<file path="config.mk">
export PLATFORM = sky130hd
export DESIGN_NAME = conv_layer_scheduler_flat
export DESIGN_NICKNAME = d
export VERILOG_FILES = /design/src/rtl/conv_layer_scheduler_if.sv /design/src/rtl/conv_layer_scheduler.sv /design/src/flat_wrapper.sv
export SDC_FILE = /design/constraint.sdc
export NUM_CORES = 1
export LEC_CHECK = 0
export CORE_ASPECT_RATIO = 0.5
export CORE_UTILIZATION = 28
export CTS_BUF_LIST = sky130_fd_sc_hd__clkbuf_16
export DETAILED_ROUTE_END_ITERATION = 12
export GPL_ROUTABILITY_DRIVEN = 0
export PLACE_DENSITY = 0.47
export REMOVE_ABC_BUFFERS = 1
export SYNTH_ARGS = -nofsm -noshare
export SYNTH_HDL_FRONTEND = slang
export SYNTH_SLANG_ARGS = --single-unit
export TNS_END_PERCENT = 1
</file>
<file path="constraint.sdc">
create_clock -name clk -period 2.1 [get_ports clk]
set_clock_uncertainty 0.2 [all_clocks]
set_input_delay 0.63 -clock clk [delete_from_list [all_inputs] [get_ports clk]]
set_output_delay 0.63 -clock clk [all_outputs]
set_load 0.1 [all_outputs]
</file>
<file path="src/rtl/conv_layer_scheduler_if.sv">
// rtl/conv_layer_scheduler_if.sv - start/done, loader, conv-engine and result-file handshakes of the layer scheduler
interface conv_layer_scheduler_if #(
  parameter int OCW = 4,
  parameter int ICW = 3
);
  logic           start;
  logic           abort;
  logic           load_ack;
  logic           conv_done;
  logic           relu_done;
  logic           load_req;
  logic           conv_go;
  logic           relu_go;
  logic           first_write;
  logic [OCW-1:0] out_c;
  logic [ICW-1:0] in_c;
  logic           busy;
  logic           done;
  logic           err;

  modport master (
    input  start, abort, load_ack, conv_done, relu_done,
    output load_req, conv_go, relu_go, first_write, out_c, in_c, busy, done, err
  );

  modport slave (
    output start, abort, load_ack, conv_done, relu_done,
    input  load_req, conv_go, relu_go, first_write, out_c, in_c, busy, done, err
  );
endinterface

</file>
<file path="src/rtl/conv_layer_scheduler.sv">
// rtl/conv_layer_scheduler.sv - walks output x input channels issuing load, conv and ReLU/writeback passes
module conv_layer_scheduler #(
  parameter int OC_COUNT = 8,
  parameter int IC_COUNT = 1,
  parameter int TIMEOUT  = 1024,
  parameter int OCW      = 4,
  parameter int ICW      = 3
) (
  input  logic                   clk,
  input  logic                   rst_n,
  conv_layer_scheduler_if.master bus
);
  localparam int             WDW     = $clog2(TIMEOUT + 1);
  localparam logic [OCW-1:0] OC_LAST = OCW'(OC_COUNT - 1);
  localparam logic [ICW-1:0] IC_LAST = ICW'(IC_COUNT - 1);
  // The incremented count reaching TIMEOUT-1 trips the watchdog; assumes TIMEOUT >= 2.
  localparam logic [WDW-1:0] WD_TRIP = WDW'(TIMEOUT - 2);

  typedef enum logic [2:0] {
    S_IDLE,
    S_LOAD,
    S_CONV_START,
    S_CONV_WAIT,
    S_RELU_START,
    S_RELU_WAIT,
    S_FINISH
  } state_t;

  state_t         state_q, state_d;
  logic [OCW-1:0] out_c_q, out_c_d;
  logic [ICW-1:0] in_c_q, in_c_d;
  logic [WDW-1:0] wd_q, wd_d;
  logic           err_q, err_d;
  logic           load_req_q, load_req_d;
  logic           conv_go_q, conv_go_d;
  logic           relu_go_q, relu_go_d;
  logic           first_write_q, first_write_d;
  logic           busy_q, busy_d;
  logic           done_q, done_d;

  always_comb begin
    state_d = state_q;
    out_c_d = out_c_q;
    in_c_d  = in_c_q;
    wd_d    = wd_q;
    err_d   = err_q;
    if (state_q != S_IDLE && bus.abort) begin
      state_d = S_IDLE;
    end else begin
      case (state_q)
        S_IDLE: begin
          if (bus.start) begin
            state_d = S_LOAD;
            out_c_d = '0;
            in_c_d  = '0;
            err_d   = 1'b0;
          end
        end
        S_LOAD: begin
          if (bus.load_ack) state_d = S_CONV_START;
        end
        S_CONV_START: begin
          wd_d    = '0;
          state_d = S_CONV_WAIT;
        end
        S_CONV_WAIT: begin
          wd_d = wd_q + 1'b1;
          // A conv_done landing on the watchdog's last cycle still counts as success.
          if (bus.conv_done) begin
            if (in_c_q == IC_LAST) begin
              state_d = S_RELU_START;
            end else begin
              in_c_d  = in_c_q + 1'b1;
              state_d = S_LOAD;
            end
          end else if (wd_q == WD_TRIP) begin
            err_d   = 1'b1;
            state_d = S_IDLE;
          end
        end
        S_RELU_START: begin
          state_d = S_RELU_WAIT;
        end
        S_RELU_WAIT: begin
          if (bus.relu_done) begin
            if (out_c_q == OC_LAST) begin
              state_d = S_FINISH;
            end else begin
              out_c_d = out_c_q + 1'b1;
              in_c_d  = '0;
              state_d = S_LOAD;
            end
          end
        end
        S_FINISH: begin
          state_d = S_IDLE;
        end
        default: begin
          state_d = S_IDLE;
        end
      endcase
    end
  end

  // Outputs are decoded from the next state so each register lines up with the state it describes.
  always_comb begin
    load_req_d    = (state_d == S_LOAD);
    conv_go_d     = (state_d == S_CONV_START);
    relu_go_d     = (state_d == S_RELU_START);
    busy_d        = (state_d != S_IDLE);
    done_d        = (state_d == S_FINISH);
    first_write_d = (in_c_d == '0) &&
                    (state_d == S_LOAD || state_d == S_CONV_START || state_d == S_CONV_WAIT);
  end

  always_ff @(posedge clk or negedge rst_n) begin
    if (!rst_n) begin
      state_q       <= S_IDLE;
      out_c_q       <= '0;
      in_c_q        <= '0;
      wd_q          <= '0;
      err_q         <= 1'b0;
      load_req_q    <= 1'b0;
      conv_go_q     <= 1'b0;
      relu_go_q     <= 1'b0;
      first_write_q <= 1'b0;
      busy_q        <= 1'b0;
      done_q        <= 1'b0;
    end else begin
      state_q       <= state_d;
      out_c_q       <= out_c_d;
      in_c_q        <= in_c_d;
      wd_q          <= wd_d;
      err_q         <= err_d;
      load_req_q    <= load_req_d;
      conv_go_q     <= conv_go_d;
      relu_go_q     <= relu_go_d;
      first_write_q <= first_write_d;
      busy_q        <= busy_d;
      done_q        <= done_d;
    end
  end

  assign bus.load_req    = load_req_q;
  assign bus.conv_go     = conv_go_q;
  assign bus.relu_go     = relu_go_q;
  assign bus.first_write = first_write_q;
  assign bus.out_c       = out_c_q;
  assign bus.in_c        = in_c_q;
  assign bus.busy        = busy_q;
  assign bus.done        = done_q;
  assign bus.err         = err_q;
endmodule
</file>
<file path="src/flat_wrapper.sv">
// flat-port wrapper written by rule: the top's interface ports become plain ports
module conv_layer_scheduler_flat 
#(
  parameter int OC_COUNT = 8,
  parameter int IC_COUNT = 1,
  parameter int TIMEOUT  = 1024,
  parameter int OCW      = 4,
  parameter int ICW      = 3
)
  (clk, rst_n, bus_start, bus_abort, bus_load_ack, bus_conv_done, bus_relu_done, bus_load_req, bus_conv_go, bus_relu_go, bus_first_write, bus_out_c, bus_in_c, bus_busy, bus_done, bus_err);
  conv_layer_scheduler_if #(.OCW(OCW), .ICW(ICW)) bus_i ();
  input  logic clk;
  input  logic rst_n;
  input wire logic [$bits(bus_i.start)-1:0] bus_start;
  input wire logic [$bits(bus_i.abort)-1:0] bus_abort;
  input wire logic [$bits(bus_i.load_ack)-1:0] bus_load_ack;
  input wire logic [$bits(bus_i.conv_done)-1:0] bus_conv_done;
  input wire logic [$bits(bus_i.relu_done)-1:0] bus_relu_done;
  output wire logic [$bits(bus_i.load_req)-1:0] bus_load_req;
  output wire logic [$bits(bus_i.conv_go)-1:0] bus_conv_go;
  output wire logic [$bits(bus_i.relu_go)-1:0] bus_relu_go;
  output wire logic [$bits(bus_i.first_write)-1:0] bus_first_write;
  output wire logic [$bits(bus_i.out_c)-1:0] bus_out_c;
  output wire logic [$bits(bus_i.in_c)-1:0] bus_in_c;
  output wire logic [$bits(bus_i.busy)-1:0] bus_busy;
  output wire logic [$bits(bus_i.done)-1:0] bus_done;
  output wire logic [$bits(bus_i.err)-1:0] bus_err;
  assign bus_i.start = bus_start;
  assign bus_i.abort = bus_abort;
  assign bus_i.load_ack = bus_load_ack;
  assign bus_i.conv_done = bus_conv_done;
  assign bus_i.relu_done = bus_relu_done;
  assign bus_load_req = bus_i.load_req;
  assign bus_conv_go = bus_i.conv_go;
  assign bus_relu_go = bus_i.relu_go;
  assign bus_first_write = bus_i.first_write;
  assign bus_out_c = bus_i.out_c;
  assign bus_in_c = bus_i.in_c;
  assign bus_busy = bus_i.busy;
  assign bus_done = bus_i.done;
  assign bus_err = bus_i.err;
  conv_layer_scheduler #(.OC_COUNT(OC_COUNT), .IC_COUNT(IC_COUNT), .TIMEOUT(TIMEOUT), .OCW(OCW), .ICW(ICW)) u_core (.clk(clk), .rst_n(rst_n), .bus(bus_i));
endmodule
</file>
# --- Word level (Yosys, flattened, before mapping) ---
# Cells that the tools add are included.
word_totals:
  register_bits: 28
  inputBits: 7
  out_inout_bits: 14
  wordCells: 72
classes:
  addsub: 3
  eq_ne: 17
  n_mux: 25
  bitwise: 1
  reduce_logical: 15
ops:
  columns: ["cell", "n"]
  rows:
  - ["$mux W3", 14]
  - ["$pmux W11 S2", 1]
  - ["$pmux W3 S6", 1]
  - ["$eq A3 B2 Y1 const B", 4]
  - ["$eq A3 B3 Y1 const B", 4]
  - ["$mux W4", 3]
  - ["$add A11 B1 Y11 const B", 1]
  - ["$eq A11 B10 Y1 const B", 1]
  - ["$reduce_and A5 Y1", 2]
  - ["$logic_not A3 Y1", 3]
  - ["$pmux W3 S3", 1]
  - ["$ne A2 B2 Y1 const B", 4]
  - ["$pmux W4 S2", 1]
  - ["$eq A3 B1 Y1 const B", 2]
  - ["$reduce_bool A2 Y1", 3]
  - ["$reduce_bool A3 Y1", 2]
  - ["$add A4 B1 Y4 const B", 1]
  - ["$eq A4 B3 Y1 const B", 1]
  - ["$add A3 B1 Y3 const B", 1]
  - ["$mux W1", 3]
  - ["$logic_and A1 B1 Y1", 2]
  - ["$logic_or A1 B1 Y1", 2]
  - ["$ne A2 B1 Y1 const B", 1]
  - ["$pmux W1 S2", 1]
  - ["other kinds (2)", 2]

# --- Logic depth before layout (Yosys ltp) ---
depth:
  depth_word: 9
  ltp_mapped: 7
  mapped_depth_nobuf: 7

# --- Worst setup path before layout ---
# OpenSTA, ideal clock, no wires.
synth_timing:
  kind: "register to register"
  from: "register u_core.out_c_q[0] (netlist: u_core.bus.out_c[0])"
  to: "register u_core.busy_q (netlist: u_core.bus.busy)"
  setup_ns: 0.136
  arrival_time_ns: 2.132
  required_time_ns: 1.764
  slack_ns: -0.368
  stages_incl_launch_ff: 7
  path_buffers: 0
  period_less_slack_ns: 2.468
  cell_sequence: "dfrtp_1 > ha_1 > nand3b_1 > a31oi_1 > nand3_1 > nor3b_2 > o21ai_0"
synth_between:
  elab_chain_cells: 6
synth_rtl:
  columns: ["element", "line", "source"]
  rows:
  - ["start, declared", "conv_layer_scheduler.sv:30", "logic [OCW-1:0] out_c_q, out_c_d;"]
  - ["start signal, assigned", "conv_layer_scheduler.sv:131", "out_c_q <= out_c_d;"]
  - ["$eq A4 B3 Y1", "conv_layer_scheduler.sv:86", "if (out_c_q == OC_LAST) begin"]
  - ["$mux W3", "conv_layer_scheduler.sv:86", null]
  - ["$mux W3", "conv_layer_scheduler.sv:85", "if (bus.relu_done) begin"]
  - ["$pmux W3 S6", "conv_layer_scheduler.sv:50", "case (state_q)"]
  - ["$mux W3", "conv_layer_scheduler.sv:47", "if (state_q != S_IDLE && bus.abort) begin"]
  - ["$reduce_bool A3 Y1", "conv_layer_scheduler.sv:110", "busy_d = (state_d != S_IDLE);"]
  - ["via u_core.busy_d", "conv_layer_scheduler.sv:38", "logic busy_q, busy_d;"]
  - ["end signal, assigned", "conv_layer_scheduler.sv:139", "busy_q <= busy_d;"]
  - ["end, declared", "conv_layer_scheduler.sv:38", null]
# The timed path passes the listed nets, and every way through them passes these cells.
# A chain may end at the register's enable or synchronous reset.

# --- Worst setup path in the final report ---
layout_timing:
  from: "input port bus_start"
  to: "register u_core.first_write_q (netlist: u_core.bus.first_write)"
layout_between:
  elab_cells_between_ends: 13
  cone_classes: "eq/ne: 3; mux: 6; reduce/logical: 4"
layout_lines:
  columns: ["element", "line", "source"]
  rows:
  - ["start, declared", "flat_wrapper.sv:14", "input wire logic [$bits(bus_i.start)-1:0] bus_start;"]
  - ["$mux W3", "conv_layer_scheduler.sv:52", "if (bus.start) begin"]
  - ["$pmux W3 S3", "conv_layer_scheduler.sv:50", null]
  - ["$mux W3", "conv_layer_scheduler.sv:47", null]
  - ["via u_core.in_c_d[0]", "conv_layer_scheduler.sv:31", "logic [ICW-1:0] in_c_q, in_c_d;"]
  - ["$logic_not A3 Y1", "conv_layer_scheduler.sv:112", "first_write_d = (in_c_d == '0) &&"]
  - ["$logic_and A1 B1 Y1", "conv_layer_scheduler.sv:112", null]
  - ["via u_core.first_write_d", "conv_layer_scheduler.sv:37", "logic first_write_q, first_write_d;"]
  - ["end signal, assigned", "conv_layer_scheduler.sv:138", "first_write_q <= first_write_d;"]
  - ["end, declared", "conv_layer_scheduler.sv:37", null]
# The timed path passes the listed nets, and every way through them passes these cells.

==> impl_metrics.toml <==
[outcome]
status = "finished with violations"
violations = "DRC"

[setup_path]
rr_worst_depth = 5
path_cells = "clkdlybuf4s50_1 -> nor4b_4 -> or4_1 -> o211ai_2 -> nor2_1 -> nor4b_4"
crit_path_max_fanout = 4
critPathKind = "input port to flop"
crit_required_ps = 2050
crit_slowest_cell = "or4_1"
worstReg2RegStart = "u_core.state_q[2]"
slowest_delay_ps = 550
crit_path_end_kind = "flop"
crit_top_cell = "nor4b_4"
critPathTopFamily = "simple AND/OR/NAND/NOR gates"
rrSetupSlack_ps = 100
r2r-end = "u_core.bus.first_write"
cp-start-kind = "input port"
arrival_ps = 2020
worst-path-buf-inv = 1

[drt]
post-route-drc-count = 2
initialDrtViolationCount = 54
vias_per_cell = 4.83
drt_pass1_iterations = 8
routedWlPerCell_um = 13.2
drt_wl_total_mm = 3.86
dr_total_vias = 1411
drtAntennaViolNets = 0

[placement]
hpwl_mm = 2.86
port_buffers = 20
pre_cts_ws_ps = -446
placedCellCount = 287

[cts]
cts_root_buf = "clkbuf_16"
insertion_delay_ps = 260
htreeDepth = 1
numCtsBuffers = 3
cts.sinks = 28
path_clk_slew_ps = 70
tritoncts = "yes"
cts.path.max_buffers = 2

[power_and_ir_drop]
powerDensity_nw_per_um2 = 1020
p_total_mw = 2.40
vdd_drop_max_uv = 384
leakagePower_nw = 1.09

[yosys]
synth.avg_cell_area_um2 = 9.49
synthFlopType = "dfrtp_1"
netlist_area_um2 = 1600
synth_seq_cells = 28
synth_most_common_cell = "dfrtp_1"
synth-edff-count = 0
synthCells = 169
seq_area_frac_synth_pct = 43.7
synthDistinctLibCells = 49
synth.largest_area_cell = "dfrtp_1"
synth_top_area_share_pct = 43.7
synth_commonest_cells = "dfrtp_1, nand2_1, nor2_1"
yosysWarnings = 0
synth_area_leaders = "dfrtp_1, nand2_1, nor2_1"
synthArstFlopShare_pct = 100

[cells_and_area]
post_route_cells_drive_above_1_share_pct = 31.1
syn_to_final_growth_pct = 47.0
final_cells = 292
diodes = 0
fin_util_pct = 42.9
final_nets = 232

[global_routing]
antenna_found_initial = 0
grt_max_degree = 29
grt_pass1_vias = 1355
grt-ovfl-total = 0
grt_first_pass_wirelength_mm = 6.57
grtUsageTotal_pct = 14.3

[sta]
fmax_mhz = 483
slew_headroom_pct = 68.9
period_share_pct = 98.5
hold_viol = 0
hold_slack_ps = 353
report.final.slew_viol_count = 0
min_period_ps = 2070
setup_violations = 0
rsz0062_at_grt = "yes"
timing_worst_slew_pin_value_ps = 467
fin_ws_ps = 30.5

[flow_run]
cap_violations = 0

[worst_hold_path]
holdPathEnd = "u_core.wd_q[9]"
min_delay_path_depth = 2
holdCritStartpoint = "u_core.wd_q[9]"
hp-class = "flop to flop"

[floorplanning]
start_util_pct = 29.2
fp.dieH_um = 55.5
die_w_um = 109
ios = 21
fp.dieArea_um2 = 6050
coreArea_um2 = 5490
row_count = 19
## per-layer routing
metal | track usage, % | wire length [µm] | vias to the layer above
met1 | 20.2 | 1850 | 679
met3 | 3.19 | 144 | 4
met2 | 21.5 | 1810 | 30
li1 | - | - | 698
met5 | 0 | 0 | -
met4 | 4.63 | 48 | 0
## flip-flops by register name, summed over array words and instances, names as in the netlist
name,count
u_core.bus.load_req,1
u_core.bus.err,1
u_core.wd_q,11
u_core.bus.done,1
u_core.state_q,3
u_core.bus.first_write,1
u_core.bus.conv_go,1
u_core.bus.in_c,3
u_core.bus.busy,1
u_core.bus.out_c,4
u_core.bus.relu_go,1
## cell type report
| cell class | count | area (µm²) |
|---|---|---|
| clock inverters | 1 | 3.75 |
| fillers | 528 | 3130 |
| flip-flops and latches | 28 | 701 |
| repair buffers | 53 | 592 |
| multi-input cells | 125 | 861 |
| inverters | 9 | 33.8 |
| clock buffers | 3 | 75.1 |
| well taps | 73 | 91.3 |
## worst register-to-register path: stages (launching register included)
cell and delay (ps):
dfrtp_1 630, and4bb_1 320, or4_1 450, o211ai_2 100, nor2_1 70, nor4b_4 120
## layout by cell type (no fill, tap or decap), types with 2 or more instances in the layout
| master | synthesis | final |
|---|---|---|
| buf_4 | 1 | 32 |
| dfrtp_1 | 28 | 28 |
| nand2_1 | 20 | 19 |
| nor2_1 | 17 | 17 |
| buf_12 | 0 | 14 |
| inv_1 | 9 | 9 |
| nand3_1 | 9 | 8 |
| o21ai_0 | 9 | 8 |
| a21oi_1 | 8 | 8 |
| nand4_1 | 7 | 7 |
| xor2_1 | 5 | 5 |
| ha_1 | 5 | 5 |
| clkbuf_16 | 0 | 3 |
| clkdlybuf4s50_1 | 0 | 3 |
| nand4b_1 | 2 | 2 |
| nor3_2 | 1 | 2 |
| nor2b_1 | 2 | 2 |
| a22o_1 | 2 | 2 |
| nor4b_4 | 2 | 2 |
| a31oi_1 | 2 | 2 |
| or3_1 | 2 | 2 |
| xnor2_1 | 2 | 2 |
| nor3_1 | 3 | 2 |
| dlygate4sd2_1 | 0 | 2 |
## through the flow
| stage | instance area, µm² | TNS (ps) |
|---|---|---|
| 4_1_cts | 2310 | 0 |
| 6_report | 2360 | 0 |
| 3_3_place_gp | 2230 | -6660 |
| 3_5_place_dp | 2230 | -6820 |
| 2_1_floorplan | 1560 | -2690 |
| 5_1_grt | 2360 | -48.6 |
## repair_timing
item	CTS	global route
endpoints found under the setup margin	14	4
resized for setup	2	11
hold buffers	0	0
pin swaps	0	6
setup buffers	1	0
## worst max-delay path by stage
stage                                   start                     end  slack (ps)  cells after the start
final                               bus_start  u_core.bus.first_write          30                      6
after global routing       u_core.bus.in_c[1]  u_core.bus.first_write         -50                      8
after CTS                           bus_start  u_core.bus.first_write          10                      6
after detailed placement            bus_abort  u_core.bus.first_write        -450                      6
after global placement              bus_abort  u_core.bus.first_write        -430                      6
after floorplan           u_core.bus.out_c[0]      u_core.bus.relu_go        -390                      6
## power by group
| group | total [mW] | switching [mW] | leakage, nW | internal, mW |
|---|---|---|---|---|
| logic | 1.18 | 0.647 | 0.672 | 0.532 |
| clock network | 0.443 | 0.187 | 0.0385 | 0.256 |
| registers | 0.777 | 0.145 | 0.376 | 0.632 |
## logic make-up (layout without fill, tap and decap cells)
logic type,after synthesis,in the layout,synth area share (%)
and+or+nand+nor,80,80,29.6
AOI/OAI and AO/OA,32,32,13.2
DFF,28,28,43.7
buffers and inverters,16,66,5.15
xor gates and xnor gates,7,7,3.82
adders and majority gates,5,5,3.90
muxes,1,1,0.624
(Power assumes the default switching activity.)
